--- config.mk ---
export PLATFORM = sky130hd
export DESIGN_NAME = grf_hazard_ctrl
export DESIGN_NICKNAME = d
export VERILOG_FILES = /design/src/rtl/grf_hazard_pkg.sv /design/src/rtl/grf_src_check.sv /design/src/rtl/grf_hazard_ctrl.sv
export SDC_FILE = /design/constraint.sdc
export NUM_CORES = 1
export LEC_CHECK = 0
export ABC_AREA = 0
export CAP_MARGIN = 10
export CORE_ASPECT_RATIO = 0.6
export CORE_MARGIN = 8
export CORE_UTILIZATION = 32
export CTS_CLUSTER_DIAMETER = 80
export CTS_CLUSTER_SIZE = 16
export DETAILED_ROUTE_END_ITERATION = 8
export PLACE_DENSITY_LB_ADDON = 0.1
export RECOVER_POWER = 25
export SYNTH_ARGS = -nofsm -noshare
export SYNTH_HDL_FRONTEND = slang
export SYNTH_SLANG_ARGS = --single-unit
--- constraint.sdc ---
create_clock -name clk -period 5.75 [get_ports clk]
set_input_delay 1.725 -clock clk [delete_from_list [all_inputs] [get_ports clk]]
set_output_delay 1.725 -clock clk [all_outputs]
set_load 0.01 [all_outputs]
--- src/rtl/grf_hazard_pkg.sv ---
// grf_hazard_pkg: shared definitions for the GRF scoreboard / hazard controller.
//   - Forward-select codes (FWD_GRF/E/M/W)
//   - TUSE_NONE marker for a source register the D instruction does not read
//   - grf_slot_t: one pipeline-stage scoreboard entry {valid, rd, tnew}
//   - sat_dec(): saturating decrement of a tnew counter
package grf_hazard_pkg;

  localparam logic [1:0] FWD_GRF   = 2'd0;
  localparam logic [1:0] FWD_E     = 2'd1;
  localparam logic [1:0] FWD_M     = 2'd2;
  localparam logic [1:0] FWD_W     = 2'd3;

  localparam logic [1:0] TUSE_NONE = 2'd3;

  typedef struct packed {
    logic       valid;
    logic [4:0] rd;
    logic [1:0] tnew;
  } grf_slot_t;

  localparam grf_slot_t SLOT_EMPTY = '{valid: 1'b0, rd: 5'd0, tnew: 2'd0};

  // One pipeline stage later the result is one cycle closer; never below 0.
  function automatic logic [1:0] sat_dec(input logic [1:0] tnew);
    return (tnew == 2'd0) ? 2'd0 : tnew - 2'd1;
  endfunction

endpackage

--- src/rtl/grf_src_check.sv ---
// grf_src_check: hazard check and forward selection for one D-stage source.
// Ports:
//   d_valid  in   D holds a real instruction
//   src      in   source register number
//   tuse     in   cycles until the operand is consumed (TUSE_NONE = unused)
//   slot_e/m/w in scoreboard entries of the E, M and W stages
//   hazard   out  this source forces a stall
//   fwd      out  operand source (FWD_GRF/E/M/W)
module grf_src_check
  import grf_hazard_pkg::*;
(
  input  logic      d_valid,
  input  logic [4:0] src,
  input  logic [1:0] tuse,
  input  grf_slot_t slot_e,
  input  grf_slot_t slot_m,
  input  grf_slot_t slot_w,
  output logic      hazard,
  output logic [1:0] fwd
);

  logic       hit;
  logic [1:0] win_tnew;
  logic [1:0] win_code;

  // Youngest producer wins: an older write to the same register is stale.
  always_comb begin
    hit      = 1'b0;
    win_tnew = 2'd0;
    win_code = FWD_GRF;
    if (src != 5'd0) begin
      if (slot_e.valid && slot_e.rd == src) begin
        hit      = 1'b1;
        win_tnew = slot_e.tnew;
        win_code = FWD_E;
      end else if (slot_m.valid && slot_m.rd == src) begin
        hit      = 1'b1;
        win_tnew = slot_m.tnew;
        win_code = FWD_M;
      end else if (slot_w.valid && slot_w.rd == src) begin
        hit      = 1'b1;
        win_tnew = slot_w.tnew;
        win_code = FWD_W;
      end
    end
  end

  assign hazard = d_valid && (tuse != TUSE_NONE) && hit && (win_tnew > tuse);
  // A producer whose result is not ready yet selects GRF here; the operand is
  // picked up by a later-stage forward once it becomes available.
  assign fwd    = (hit && win_tnew == 2'd0) ? win_code : FWD_GRF;

endmodule

--- src/rtl/grf_hazard_ctrl.sv ---
// grf_hazard_ctrl: scoreboard of E/M/W destination registers and result
// readiness; produces the D-stage stall and per-source forward selects.
// Ports:
//   clk, reset             clock, synchronous active-high reset
//   d_valid                D holds a real instruction
//   d_rs, d_rt             source registers
//   d_tuse_rs, d_tuse_rt   cycles until each source is used (3 = unused)
//   d_rd, d_tnew           destination and result latency of the D instruction
//   flush                  kill the D instruction (it never enters E)
//   stall                  hold PC/D, bubble into E
//   fwd_rs, fwd_rt         operand source select: 0 GRF, 1 E, 2 M, 3 W
module grf_hazard_ctrl
  import grf_hazard_pkg::*;
(
  input  logic       clk,
  input  logic       reset,
  input  logic       d_valid,
  input  logic [4:0] d_rs,
  input  logic [4:0] d_rt,
  input  logic [1:0] d_tuse_rs,
  input  logic [1:0] d_tuse_rt,
  input  logic [4:0] d_rd,
  input  logic [1:0] d_tnew,
  input  logic       flush,
  output logic       stall,
  output logic [1:0] fwd_rs,
  output logic [1:0] fwd_rt
);

  grf_slot_t slot_e_reg, slot_m_reg, slot_w_reg;
  grf_slot_t slot_e_next, slot_m_next, slot_w_next;
  logic      stall_rs, stall_rt;

  grf_src_check u_chk_rs (
    .d_valid (d_valid),
    .src     (d_rs),
    .tuse    (d_tuse_rs),
    .slot_e  (slot_e_reg),
    .slot_m  (slot_m_reg),
    .slot_w  (slot_w_reg),
    .hazard  (stall_rs),
    .fwd     (fwd_rs)
  );

  grf_src_check u_chk_rt (
    .d_valid (d_valid),
    .src     (d_rt),
    .tuse    (d_tuse_rt),
    .slot_e  (slot_e_reg),
    .slot_m  (slot_m_reg),
    .slot_w  (slot_w_reg),
    .hazard  (stall_rt),
    .fwd     (fwd_rt)
  );

  assign stall = stall_rs | stall_rt;

  always_comb begin
    slot_w_next       = slot_m_reg;
    slot_w_next.tnew  = sat_dec(slot_m_reg.tnew);
    slot_m_next       = slot_e_reg;
    slot_m_next.tnew  = sat_dec(slot_e_reg.tnew);
    slot_e_next       = SLOT_EMPTY;
    // Flush overrides a stall for loading; $0 writes are never tracked.
    if (!stall && !flush && d_valid && d_rd != 5'd0) begin
      slot_e_next.valid = 1'b1;
      slot_e_next.rd    = d_rd;
      slot_e_next.tnew  = d_tnew;
    end
  end

  always_ff @(posedge clk) begin
    if (reset) begin
      slot_e_reg <= SLOT_EMPTY;
      slot_m_reg <= SLOT_EMPTY;
      slot_w_reg <= SLOT_EMPTY;
    end else begin
      slot_e_reg <= slot_e_next;
      slot_m_reg <= slot_m_next;
      slot_w_reg <= slot_w_next;
    end
  end

endmodule

# --- Yosys cells after proc, flatten, opt, wreduce, memory -nomap -nowiden ---
# Cells that the tools add are included.
word_totals:
  ff_bits: 24
  latchBits: 0
  mem_bits_rw: 0
  rom_bits: 0
  inputBits: 25
  out_inout_bits: 5
  elab_cells: 79
  mem_count: 0
classes:
  addsub: 2
  mul: 0
  div_mod_pow: 0
  n_lt_le_gt_ge: 2
  eq_ne: 8
  n_shift: 0
  n_mux: 27
  n_bitwise: 2
  n_reduce_logical: 29
ops:
  columns: ["op", "n"]
  rows:
  - ["$mux 2", 18]
  - ["$eq 5x5->1", 6]
  - ["$logic_and 1x1->1", 17]
  - ["$reduce_bool 5->1", 3]
  - ["$logic_not 2->1", 4]
  - ["$mux 1", 8]
  - ["$mux 8", 1]
  - ["$reduce_or 2->1", 3]
  - ["$gt 2x2->1", 2]
  - ["$ne 2x2->1 const B", 2]
  - ["$sub 2x1->2 const B", 2]
  - ["$logic_not 1->1", 2]
  - ["$not 1->1", 1]
  - ["$or 1x1->1", 1]

# --- Longest topological paths before layout ---
# Gate-level depths: netlist (run 1).
logic_depth:
  depth_word: 15
  depth_mapped: 13
  mapped_depth_nobuf: 12

# --- Cells and area by module ---
# From an unflattened synthesis (run 1), not the netlist that was laid out.
unflattened:
  hier_cells: 169
  hier_area_um2: 1522.7
by_module_without_submodules:
  columns: ["module", "n_inst", "cells_each", "area_each_um2", "seq_area_each_um2"]
  rows:
  - ["grf_src_check", 2, 55, 397.9, 0.0]
  - ["grf_hazard_ctrl", 1, 59, 726.9, 480.5]

# --- Least setup slack after synthesis (run 1) ---
# Ideal clock, no wire load.
synth_path:
  path_kind: "input to output"
  startpoint: "in d_rt[2]"
  endpoint: "out stall"
  arrival_ps: 4070
  t_required_ps: 4025
  slack_ps: -45
  cell_stages: 12
  n_path_buf: 1
  cell_sequence: "buf_2 > xor2_1 > nor4_1 > and3_1 > nand2_1 > a31oi_1 > o21ai_0 > ha_1 > a22oi_1 > nand2_1 > or3_1 > o32ai_2"
synth_via:
  elab_chain_cells: 9
  word_cells_on_any_way: 19
  cone_classes: "order compare: 1; eq/ne: 3; mux: 8; bitwise: 1; reduce/logical: 6"
synth_rtl:
  columns: ["item", "line", "text"]
  rows:
  - ["from (decl)", "grf_hazard_ctrl.sv:19", "input logic [4:0] d_rt,"]
  - ["$eq 5x5->1", "grf_src_check.sv:40", "end else if (slot_w.valid && slot_w.rd == src) begin"]
  - ["$logic_and 1x1->1", "grf_src_check.sv:40", null]
  - ["$mux 2 / $mux 1 (equally long branches)", "grf_src_check.sv:40", null]
  - ["$mux 2 / $mux 1 (equally long branches)", "grf_src_check.sv:36", "end else if (slot_m.valid && slot_m.rd == src) begin"]
  - ["$mux 2 / $mux 1 (equally long branches)", "grf_src_check.sv:32", "if (slot_e.valid && slot_e.rd == src) begin"]
  - ["$mux 2 / $mux 1 (equally long branches)", "grf_src_check.sv:31", "if (src != 5'd0) begin"]
  - ["$gt 2x2->1 / $logic_and 1x1->1 (equally long branches)", "grf_src_check.sv:48", "assign hazard = d_valid && (tuse != TUSE_NONE) && hit && (win_tnew > tuse);"]
  - ["$logic_and 1x1->1 *", "grf_src_check.sv:48", null]
  - ["$or 1x1->1 *", "grf_hazard_ctrl.sv:56", "assign stall = stall_rs | stall_rt;"]
  - ["to (decl)", "grf_hazard_ctrl.sv:25", "output logic stall,"]
# Every way passes the cells marked *; elsewhere a longest branch is shown, timed or not.

# --- Worst setup path in the final report (run 1) ---
layout_path:
  startpoint: "in d_rt[4]"
  endpoint: "out stall"
# Same word-level chain as after synthesis.

==> results_dict.tcl, run 1 <==
set metrics [dict create \
    grt_pass1_vias 1421 \
    synthCells 162 \
    die_x_um 101.7 \
    synth_area_um2 1409 \
    crit_type "input port to output pin" \
    drtAntennaViolNets 0 \
    wl_per_cell_um 15.94 \
    crit_chain "buf_8 > xor2_2 > nor4_2 > and3_4 > buf_6 > nand2_2 > a31oi_2 > o21ai_1 > ha_1 > a22oi_2 > nand2_1 > or3_4 > o32ai_4 > buf_2" \
    worst_slew_pin_slew_ns 0.8883 \
    antenna_found_initial 0 \
    path_clk_slew_ns 0.09 \
    root_buffer "clkbuf_8" \
    cp-endpoint "stall" \
    via_per_inst 4.935 \
    cp-end-kind "output pin" \
    grt_max_degree 25 \
    cp.required_ns 4.03 \
    die_area_um2 6851 \
    ys_warn_count 0 \
    cp_data_arrival_time_ns 4.23 \
    netlist.area_leader.share_pct 34.10 \
    yosysTopAreaCell "dfxtp_1" \
    die_y_um 67.40 \
    first_pass_iters 4 \
    cts_buffer_depth 2 \
    synthTopCellsByCount "dfxtp_1 (24), xor2_1 (19), nor2b_1 (13)" \
    power_switching_mw 0.08902 \
    r2r_cells 11 \
    stdcell_count 277 \
    worstSetupStartpoint "d_rt[4]" \
    slew_headroom_pct 40.58 \
    pwr-share-clk_pct 38.6 \
    netSwitchingFraction_pct 22.91 \
    worstSkewPairLatency_ns 0.27 \
    final-max-slew-violation-count 0 \
    routed_wl_mm 4.414 \
    ys_seq_area_share_pct 34.10 \
    cp-start-kind "input port" \
    dp_slack_ns -1.110 \
    htreeDepth 1 \
    syn_avg_cell_area_um2 8.697 \
    synthFlopType "dfxtp_1" \
    tns_ns -0.2010 \
    fillers 381 \
    p_per_area_nw_per_um2 179.6 \
    setup_slack_ns -0.2010 \
    critPathSlowestCell "or3_4" \
    rsz0062_at_grt "yes" \
    yosysMostFrequentCell "dfxtp_1" \
    vdd_ir_drop_max_mv 0.08057 \
    finalCritPeriodShare_pct 103.5 \
    timing.max_cap.violations 0 \
    status "finished with violations" \
    failed_checks "setup timing" \
    ys_types 32 \
    fmax_ghz 0.1680 \
    r2r_start "slot_m_reg[6]$_SDFF_PP0_" \
    vias 1367 \
    grt_usage_pct 13.35 \
    nets 249 \
    drtIter0Drc 104 \
    post-route-min-period_ns 5.951 \
    drc 0 \
    area_delta_synth_final_pct 53.55 \
    pwr-share-comb_pct 16.4 \
    synthArstFlopShare_pct 0 \
    initial_core_util_pct 33.81 \
    gp_congestion 0.9713 \
    drive_above_1_share_pct 27.65 \
    fp.coreArea_um2 4167 \
    tritoncts "built" \
    p_seq_share_pct 45.0 \
    hpwl_mm 3.318 \
    num_rows 18 \
    syn-num-nets 193 \
    dp_cells 266 \
    diodes 0 \
    final_util_pct 51.92 \
    io_buffers 29 \
    reg2reg_slack_ns 2.68 \
    max_stage_delay_ns 0.35 \
    intPower_mw 0.2995 \
    fin_skew_ns 0.005023 \
    hold_viol_final 0 \
    hp-class "flip-flop to flip-flop" \
    path_max_fanout 4 \
    synth_edf_count 0 \
    ioPinCount 30 \
    grt_pass1_wl_mm 7.072 \
    cts_buffers 3 \
    power_leakage_nw 0.9057 \
    cts_sinks 24 \
    setup_violations 1 \
    synth_seq_cells 24 \
    synthTopCellsByArea "dfxtp_1 (34%), xor2_1 (12%), xnor2_1 (6.8%), nor2b_1 (5.8%), ha_1 (5.3%)" \
    worst_r2r_endpoint "slot_e_reg[3]$_SDFF_PP0_" \
    grt_overflow_total 0 \
]
per-layer routing:
metal | track usage (%) | share of wire [%]
met4 | 4.052 | 0.86
met3 | 3.487 | 4.8
met1 | 18.47 | 52
met2 | 19.79 | 43
met5 | 0 | 0
through the flow:
| stage | hold slack (ns) | power [mW] | cell area [µm²] |
|---|---|---|---|
| floorplan | 0.4394 | 0.2011 | 1420 |
| global placement | 0.5041 | 0.2333 | 1914 |
| detailed placement | 0.5061 | 0.2343 | 1914 |
| CTS | 0.5209 | 0.3914 | 2100 |
| global route | 0.5454 | 0.4065 | 2163 |
| finish | 0.5235 | 0.3885 | 2163 |
cell usage in the layout (no fill, tap or decap), drive strengths merged, types with 6 or more instances in the layout:
master,Yosys,layout
nor4,10,10
dfxtp,24,24
xnor2,11,11
inv,8,8
ha,6,6
nor3,6,6
nor2b,13,13
buf,3,38
xor2,19,19
nand2,8,8
clkdlybuf4s50,0,15
nor2,8,8
timing repair:
action                                  4_1_cts  5_1_grt
pin swaps                                    23       15
hold buffers                                  0        0
gates cloned                                  0        0
setup buffers                                 6        1
endpoints found under the setup margin        5        3
resized for setup                            71       13
logic make-up after synthesis:
| family | Yosys count | synth area share, % |
|---|---|---|
| xor+xnor | 30 | 18.65 |
| fa+ha+maj | 6 | 5.328 |
| simple gates | 71 | 29.22 |
| buf+inv | 13 | 3.641 |
| compound gates | 18 | 9.058 |
| flops | 24 | 34.10 |
area by class of cell:
cell class	count	area [µm²]	area share [%]
multi-input cells	125	997.2	46.10
repair buffers	56	509.2	23.54
flip-flops and latches	24	480.5	22.21
well taps	60	75.07	3.470
clock buffers	3	41.29	1.909
clock inverters	1	30.03	1.388
inverters	8	30.03	1.388
critical path, delay by kind of cell:
family                   cells  cell delay (ns)
AND/OR/NAND/NOR              5             1.04
AO/OA/AOI/OAI                4             0.63
buffers and inverters        3             0.39
adder cells (fa/ha/maj)      1             0.29
XOR/XNOR                     1             0.14
power by group through the flow:
stage	Sequential [mW]	Combinational [mW]	Clock, mW
after global routing	0.175	0.0693	0.162
after detailed placement	0.178	0.0559	0
after floorplan	0.176	0.0248	0
final	0.175	0.0635	0.150
after CTS	0.175	0.0610	0.156
after global placement	0.178	0.0550	0
worst min path at each step:
stage                     depth (start not counted)                startpoint  slack [ns]                        to
after floorplan                                   1  slot_m_reg[0]$_SDFF_PP0_        0.44  slot_w_reg[0]$_SDFF_PP0_
after global placement                            1  slot_m_reg[2]$_SDFF_PP0_        0.50  slot_w_reg[2]$_SDFF_PP0_
after global routing                              1  slot_e_reg[3]$_SDFF_PP0_        0.55  slot_m_reg[3]$_SDFF_PP0_
final                                             1  slot_e_reg[3]$_SDFF_PP0_        0.52  slot_m_reg[3]$_SDFF_PP0_
after CTS                                         1  slot_m_reg[0]$_SDFF_PP0_        0.52  slot_w_reg[0]$_SDFF_PP0_
after detailed placement                          1  slot_m_reg[0]$_SDFF_PP0_        0.51  slot_w_reg[0]$_SDFF_PP0_
No activity file was read; power rests on OpenSTA's default activity.
==> run 2: changes to the inputs <==
--- a/config.mk
+++ b/config.mk
@@ -6,9 +6,8 @@
 export NUM_CORES = 1
 export LEC_CHECK = 0
 export ABC_AREA = 0
-export CAP_MARGIN = 10
 export CORE_ASPECT_RATIO = 0.6
-export CORE_MARGIN = 8
+export CORE_MARGIN = 2
 export CORE_UTILIZATION = 32
 export CTS_CLUSTER_DIAMETER = 80
 export CTS_CLUSTER_SIZE = 16
@@ -18,3 +17,4 @@
 export SYNTH_ARGS = -nofsm -noshare
 export SYNTH_HDL_FRONTEND = slang
 export SYNTH_SLANG_ARGS = --single-unit
+export TNS_END_PERCENT = 10
==> run 2 against run 1 <==
Net effect:
- the flow still finishes with violations (setup timing)
- sequential cell count stayed put
- critical path depth is 1 lower
- sequential share of layout area is 0.18 points lower
- fmax is 0.45% lower
- critical path type unchanged
- largest cell class unchanged
- largest power group unchanged
==> results_dict.tcl, run 2 (same netlist as run 1, synthesis figures left out) <==
set metrics [dict create \
    finalPower_mw 0.3920 \
    layout_commonest_cell "buf_4" \
    wl_per_cell_um 15.65 \
    stdcell_count 278 \
    die_y_um 55.40 \
    first_pass_iters 4 \
    path_max_fanout 4 \
    area_delta_synth_final_pct 54.80 \
    vdd_ir_drop_max_mv 0.1179 \
    r2r_start "slot_m_reg[5]$_SDFF_PP0_" \
    fp.coreArea_um2 4167 \
    pwr-share-clk_pct 39.0 \
    gp_congestion 1.011 \
    worstSetupStartpoint "d_rt[1]" \
    worstHoldStart "slot_e_reg[2]$_SDFF_PP0_" \
    p_per_area_nw_per_um2 179.7 \
    hold_buffers 0 \
    vias 1421 \
    drc 0 \
    power_leakage_nw 0.8886 \
    grt_pass1_vias 1332 \
    cp.required_ns 4.03 \
    dp_cells 269 \
    rsz0062_at_grt "yes" \
    timing.max_cap.violations 0 \
    diodes 0 \
    cts_sinks 24 \
    cts_buffer_depth 2 \
    tritoncts "built" \
    grt_max_degree 25 \
    cp-end-kind "output pin" \
    cp-start-kind "input port" \
    p_seq_share_pct 44.6 \
    fmax_ghz 0.1673 \
    htreeDepth 1 \
    num_rows 18 \
    setup_slack_ns -0.2278 \
    failed_checks "setup timing" \
    routed_wl_mm 4.352 \
    intPower_mw 0.2975 \
    drtIter0Drc 63 \
    die_area_um2 4967 \
    slew_headroom_pct 44.29 \
    initial_core_util_pct 33.81 \
    setup_violations 1 \
    drtAntennaViolNets 0 \
    worst_slew_pin_slew_ns 0.8329 \
    hold_viol_final 0 \
    finalCritPeriodShare_pct 104.0 \
    hp-class "flip-flop to flip-flop" \
    grt_overflow_total 0 \
    most-common-layout-cells "buf_4 (25), dfxtp_1 (24), clkdlybuf4s50_1 (15)" \
    root_buffer "clkbuf_8" \
    fillers 372 \
    post-route-min-period_ns 5.978 \
    antenna_found_initial 0 \
    grt_pass1_wl_mm 6.506 \
    fin_skew_ns 0.002383 \
    grt_usage_pct 17.49 \
    cts_buffers 3 \
    hpwl_mm 3.187 \
    netSwitchingFraction_pct 24.12 \
    final-max-slew-violation-count 0 \
    die_x_um 89.66 \
    path_clk_slew_ns 0.09 \
    drive_above_1_share_pct 30.28 \
    whs_ns 0.5188 \
    via_per_inst 5.112 \
    crit_type "input port to output pin" \
    status "finished with violations" \
    power_switching_mw 0.09453 \
    final_util_pct 52.34 \
    worstSkewPairLatency_ns 0.28 \
    pwr-share-comb_pct 16.3 \
    ioPinCount 30 \
    nets 250 \
    io_buffers 29 \
    cp_data_arrival_time_ns 4.25 \
]
-- run 2: changes by cell type in the layout (fill, tap and decap cells not counted), sizes merged --
cell | previous run | this run
dlymetal6s2s | 2 | 1
buf | 38 | 33
clkbuf | 3 | 7
dlygate4sd2 | 0 | 1
clkdlybuf4s15 | 0 | 2
-- run 2: critical path: stages --
cell,delay [ns]
clkdlybuf4s15_2,0.21
xor2_1,0.15
nor4_2,0.34
and3_4,0.27
nand2_2,0.08
a31oi_4,0.23
o21ai_2,0.07
ha_1,0.29
a22oi_1,0.15
nand2_1,0.07
or3_4,0.35
o32ai_4,0.13
buf_2,0.19
-- run 2: timing repair --
action | CTS | global route
buffers inserted | 4 | 1
pin swaps | 18 | 17
resized for setup | 52 | 20
setup endpoints to repair | 5 | 4
-- run 2: final timing paths --
path,endpoint,slack [ns],cells after the start
setup / recovery,stall,-0.23,13
hold / removal,slot_m_reg[2]$_SDFF_PP0_,0.52,1
setup reg to reg,slot_e_reg[3]$_SDFF_PP0_,2.75,13
hold reg to reg,slot_m_reg[2]$_SDFF_PP0_,0.52,1
-- run 2: power groups by stage --
| stage | clock network, mW | registers (mW) | logic [mW] |
|---|---|---|---|
| after CTS | 0.153 | 0.174 | 0.0603 |
| after global placement | 0 | 0.178 | 0.0555 |
| after floorplan | 0 | 0.176 | 0.0248 |
| after global routing | 0.160 | 0.175 | 0.0696 |
| after detailed placement | 0 | 0.178 | 0.0569 |
| final | 0.153 | 0.175 | 0.0641 |
-- run 2: layout make-up --
type | instances | area [µm²] | share of cell area (%)
multi-input cells | 125 | 1044 | 47.85
clock inverters | 1 | 30.03 | 1.377
clock buffers | 3 | 41.29 | 1.893
repair buffers | 57 | 480.5 | 22.03
inverters | 8 | 30.03 | 1.377
well taps | 60 | 75.07 | 3.442
flip-flops and latches | 24 | 480.5 | 22.03
-- run 2: stage by stage --
| stage | setup WS (ns) | setup TNS (ns) | area [µm²] |
|---|---|---|---|
| after floorplan | 0.01337 | 0 | 1420 |
| after global placement | -0.9822 | -1.828 | 1937 |
| after detailed placement | -1.159 | -2.247 | 1937 |
| after CTS | -0.2686 | -0.2686 | 2133 |
| after global routing | -0.4155 | -0.4155 | 2181 |
| final | -0.2278 | -0.2278 | 2181 |
-- run 2: per-layer routing --
layer	track usage, %	up-vias	share of wire [%]
met5	0	-	0
met4	6.823	0	2.0
met3	3.737	11	5.2
met2	24.26	68	42
met1	25.98	661	51
li1	-	681	-
==> run 3: changes to the inputs <==
--- a/config.mk
+++ b/config.mk
@@ -12,7 +12,7 @@
 export CTS_CLUSTER_DIAMETER = 80
 export CTS_CLUSTER_SIZE = 16
 export DETAILED_ROUTE_END_ITERATION = 8
-export PLACE_DENSITY_LB_ADDON = 0.1
+export GPL_ROUTABILITY_DRIVEN = 0
 export RECOVER_POWER = 25
 export SYNTH_ARGS = -nofsm -noshare
 export SYNTH_HDL_FRONTEND = slang
==> run 3 against run 2 <==
Net effect:
- the run still ends with setup timing left
- die area did not move
- critical path depth is 1 higher
- final area increased by 2.8%
- sequential cell count stayed put
- sequential share of layout area down 0.60 points
- sequential power is essentially flat
- highest routed layer unchanged
- combinational power increased by 8.1%
- via count is 0.99% lower
- power fell by 1.1%
- non-clock buffer count shrank 3
==> results_dict.tcl, run 3 (same netlist as run 1, synthesis figures left out) <==
set metrics [dict create \
    cts_buffers 3 \
    rsz0062_at_grt "yes" \
    grt_overflow_total 0 \
    max_stage_delay_ns 0.35 \
    root_buffer "clkbuf_8" \
    fin_skew_ns 0.004027 \
    cp_data_arrival_time_ns 4.22 \
    cp_common_cell "buf_6" \
    finalCritPeriodShare_pct 103.5 \
    power_leakage_nw 0.9218 \
    min_to "slot_m_reg[7]$_SDFF_PP0_" \
    worstSkewPairLatency_ns 0.26 \
    hold_viol_final 0 \
    worst_r2r_endpoint "slot_e_reg[5]$_SDFF_PP0_" \
    first_pass_iters 6 \
    cp-start-kind "input port" \
    fp.coreArea_um2 4167 \
    drtAntennaViolNets 0 \
    r2r_cells 11 \
    cts_sinks 24 \
    route.met3.wl_um 276 \
    hpwl_mm 3.201 \
    finalPower_mw 0.3876 \
    cts_buffer_depth 2 \
    wl_met2_mm 1.896 \
    stdcell_count 275 \
    path_clk_slew_ns 0.08 \
    via_per_inst 5.116 \
    drive_above_1_share_pct 31.16 \
    antenna_found_initial 0 \
    hp-class "flip-flop to flip-flop" \
    path_max_fanout 4 \
    most-common-layout-cells "dfxtp_1 (24), buf_4 (22), clkdlybuf4s50_1 (15)" \
    cp-end-kind "output pin" \
    wl_per_cell_um 15.55 \
    io_buffers 29 \
    slew_headroom_pct 46.96 \
    failed_checks "setup timing" \
    initial_core_util_pct 33.81 \
    diodes 0 \
    die_area_um2 4967 \
    layout_commonest_cell "dfxtp_1" \
    timing.max_cap.violations 0 \
    routed_wl_mm 4.277 \
    grt_pass1_wl_mm 6.203 \
    tns_ns -0.1998 \
    top_layer "met4" \
    vias 1407 \
    r2r_start "slot_m_reg[6]$_SDFF_PP0_" \
    min_path_cells 1 \
    ioPinCount 30 \
    setup_slack_ns -0.1998 \
    num_rows 18 \
    grt_usage_pct 16.34 \
    final-max-slew-violation-count 0 \
    path_buf_inv 4 \
    status "finished with violations" \
    drc 0 \
    crit_cells 14 \
    htreeDepth 1 \
    critPathSlowestCell "or3_4" \
    p_per_area_nw_per_um2 172.9 \
    crit_type "input port to output pin" \
    critPathTopFamily "simple AND/OR/NAND/NOR gates" \
    die_y_um 55.40 \
    area_delta_synth_final_pct 59.15 \
    grt_max_degree 25 \
    fmax_ghz 0.1681 \
    reg2reg_slack_ns 2.65 \
    fillers 392 \
    crit_chain "buf_8 > buf_6 > xor2_1 > nor4_1 > nand3_1 > buf_6 > o22ai_4 > a31oi_2 > ha_1 > a22oi_2 > nand2_1 > or3_4 > o32ai_4 > buf_2" \
    grt_pass1_vias 1307 \
    setup_violations 1 \
    cp.required_ns 4.03 \
    worstHoldStart "slot_e_reg[7]$_SDFF_PP0_" \
    tritoncts "built" \
    drtIter0Drc 72 \
    worst_slew_pin_slew_ns 0.7929 \
    post-route-min-period_ns 5.950 \
    nets 247 \
    die_x_um 89.66 \
    drt-met1-wl_mm 2.021 \
    dp_cells 267 \
    vdd_ir_drop_max_mv 0.08840 \
]
## run 3: worst reg2reg max path: cells and delay by family, from the launching register on
family / cells / cell delay, ns
buffers and inverters: 1 / 0.21
XOR/XNOR: 1 / 0.20
flip-flops: 1 / 0.52
AO/OA/AOI/OAI: 4 / 0.95
AND/OR/NAND/NOR: 4 / 0.80
adder cells (fa/ha/maj): 1 / 0.28
## run 3: stage by stage
step           setup WS [ns]  hold WS (ns)  util (%)  area (µm²)
2_1_floorplan        0.01337        0.4394         -        1420
3_3_place_gp         -0.9918        0.4988     46.13        1922
3_5_place_dp          -1.138        0.5072     46.13        1922
4_1_cts              -0.2964        0.5195     48.92        2038
5_1_grt              -0.3309        0.5425     53.81        2242
6_report             -0.1998        0.5202     53.81        2242
## run 3: cell type report
type                       count  area (µm²)  share of cell area (%)
multi-input combinational    125        1092                   48.72
timing repair buffer          54       493.0                   21.99
sequential                    24       480.5                   21.43
tap                           60       75.07                   3.348
clock buffer                   3       41.29                   1.842
clock inverter                 1       30.03                   1.339
inverter                       8       30.03                   1.339
## run 3: power by group
group,internal (mW),switching (mW)
logic,0.0388,0.0305
clock network,0.0930,0.0500
registers,0.170,0.00534
## run 3: layer usage
metal | global-route usage, % | up-vias
met2 | 23.00 | 48
met5 | 0 | -
li1 | - | 675
met1 | 24.79 | 673
met3 | 2.840 | 11
met4 | 5.330 | 0
## run 3: worst max path at each step
stage,slack [ns],endpoint,from
2_1_floorplan,0.01,stall,d_rt[2]
3_3_place_gp,-0.99,stall,d_rt[2]
3_5_place_dp,-1.14,stall,d_rt[3]
4_1_cts,-0.30,stall,d_rt[3]
5_1_grt,-0.33,stall,d_rt[1]
6_report,-0.20,stall,d_rt[3]
## run 3: what timing repair did
item / 4_1_cts / 5_1_grt
hold buffers: 0 / 0
buffers inserted: 2 / 3
hold endpoints to repair: 0 / 0
resized for setup: 51 / 46
pin swaps: 19 / 21
setup endpoints to repair: 5 / 3
cloned: 0 / 0
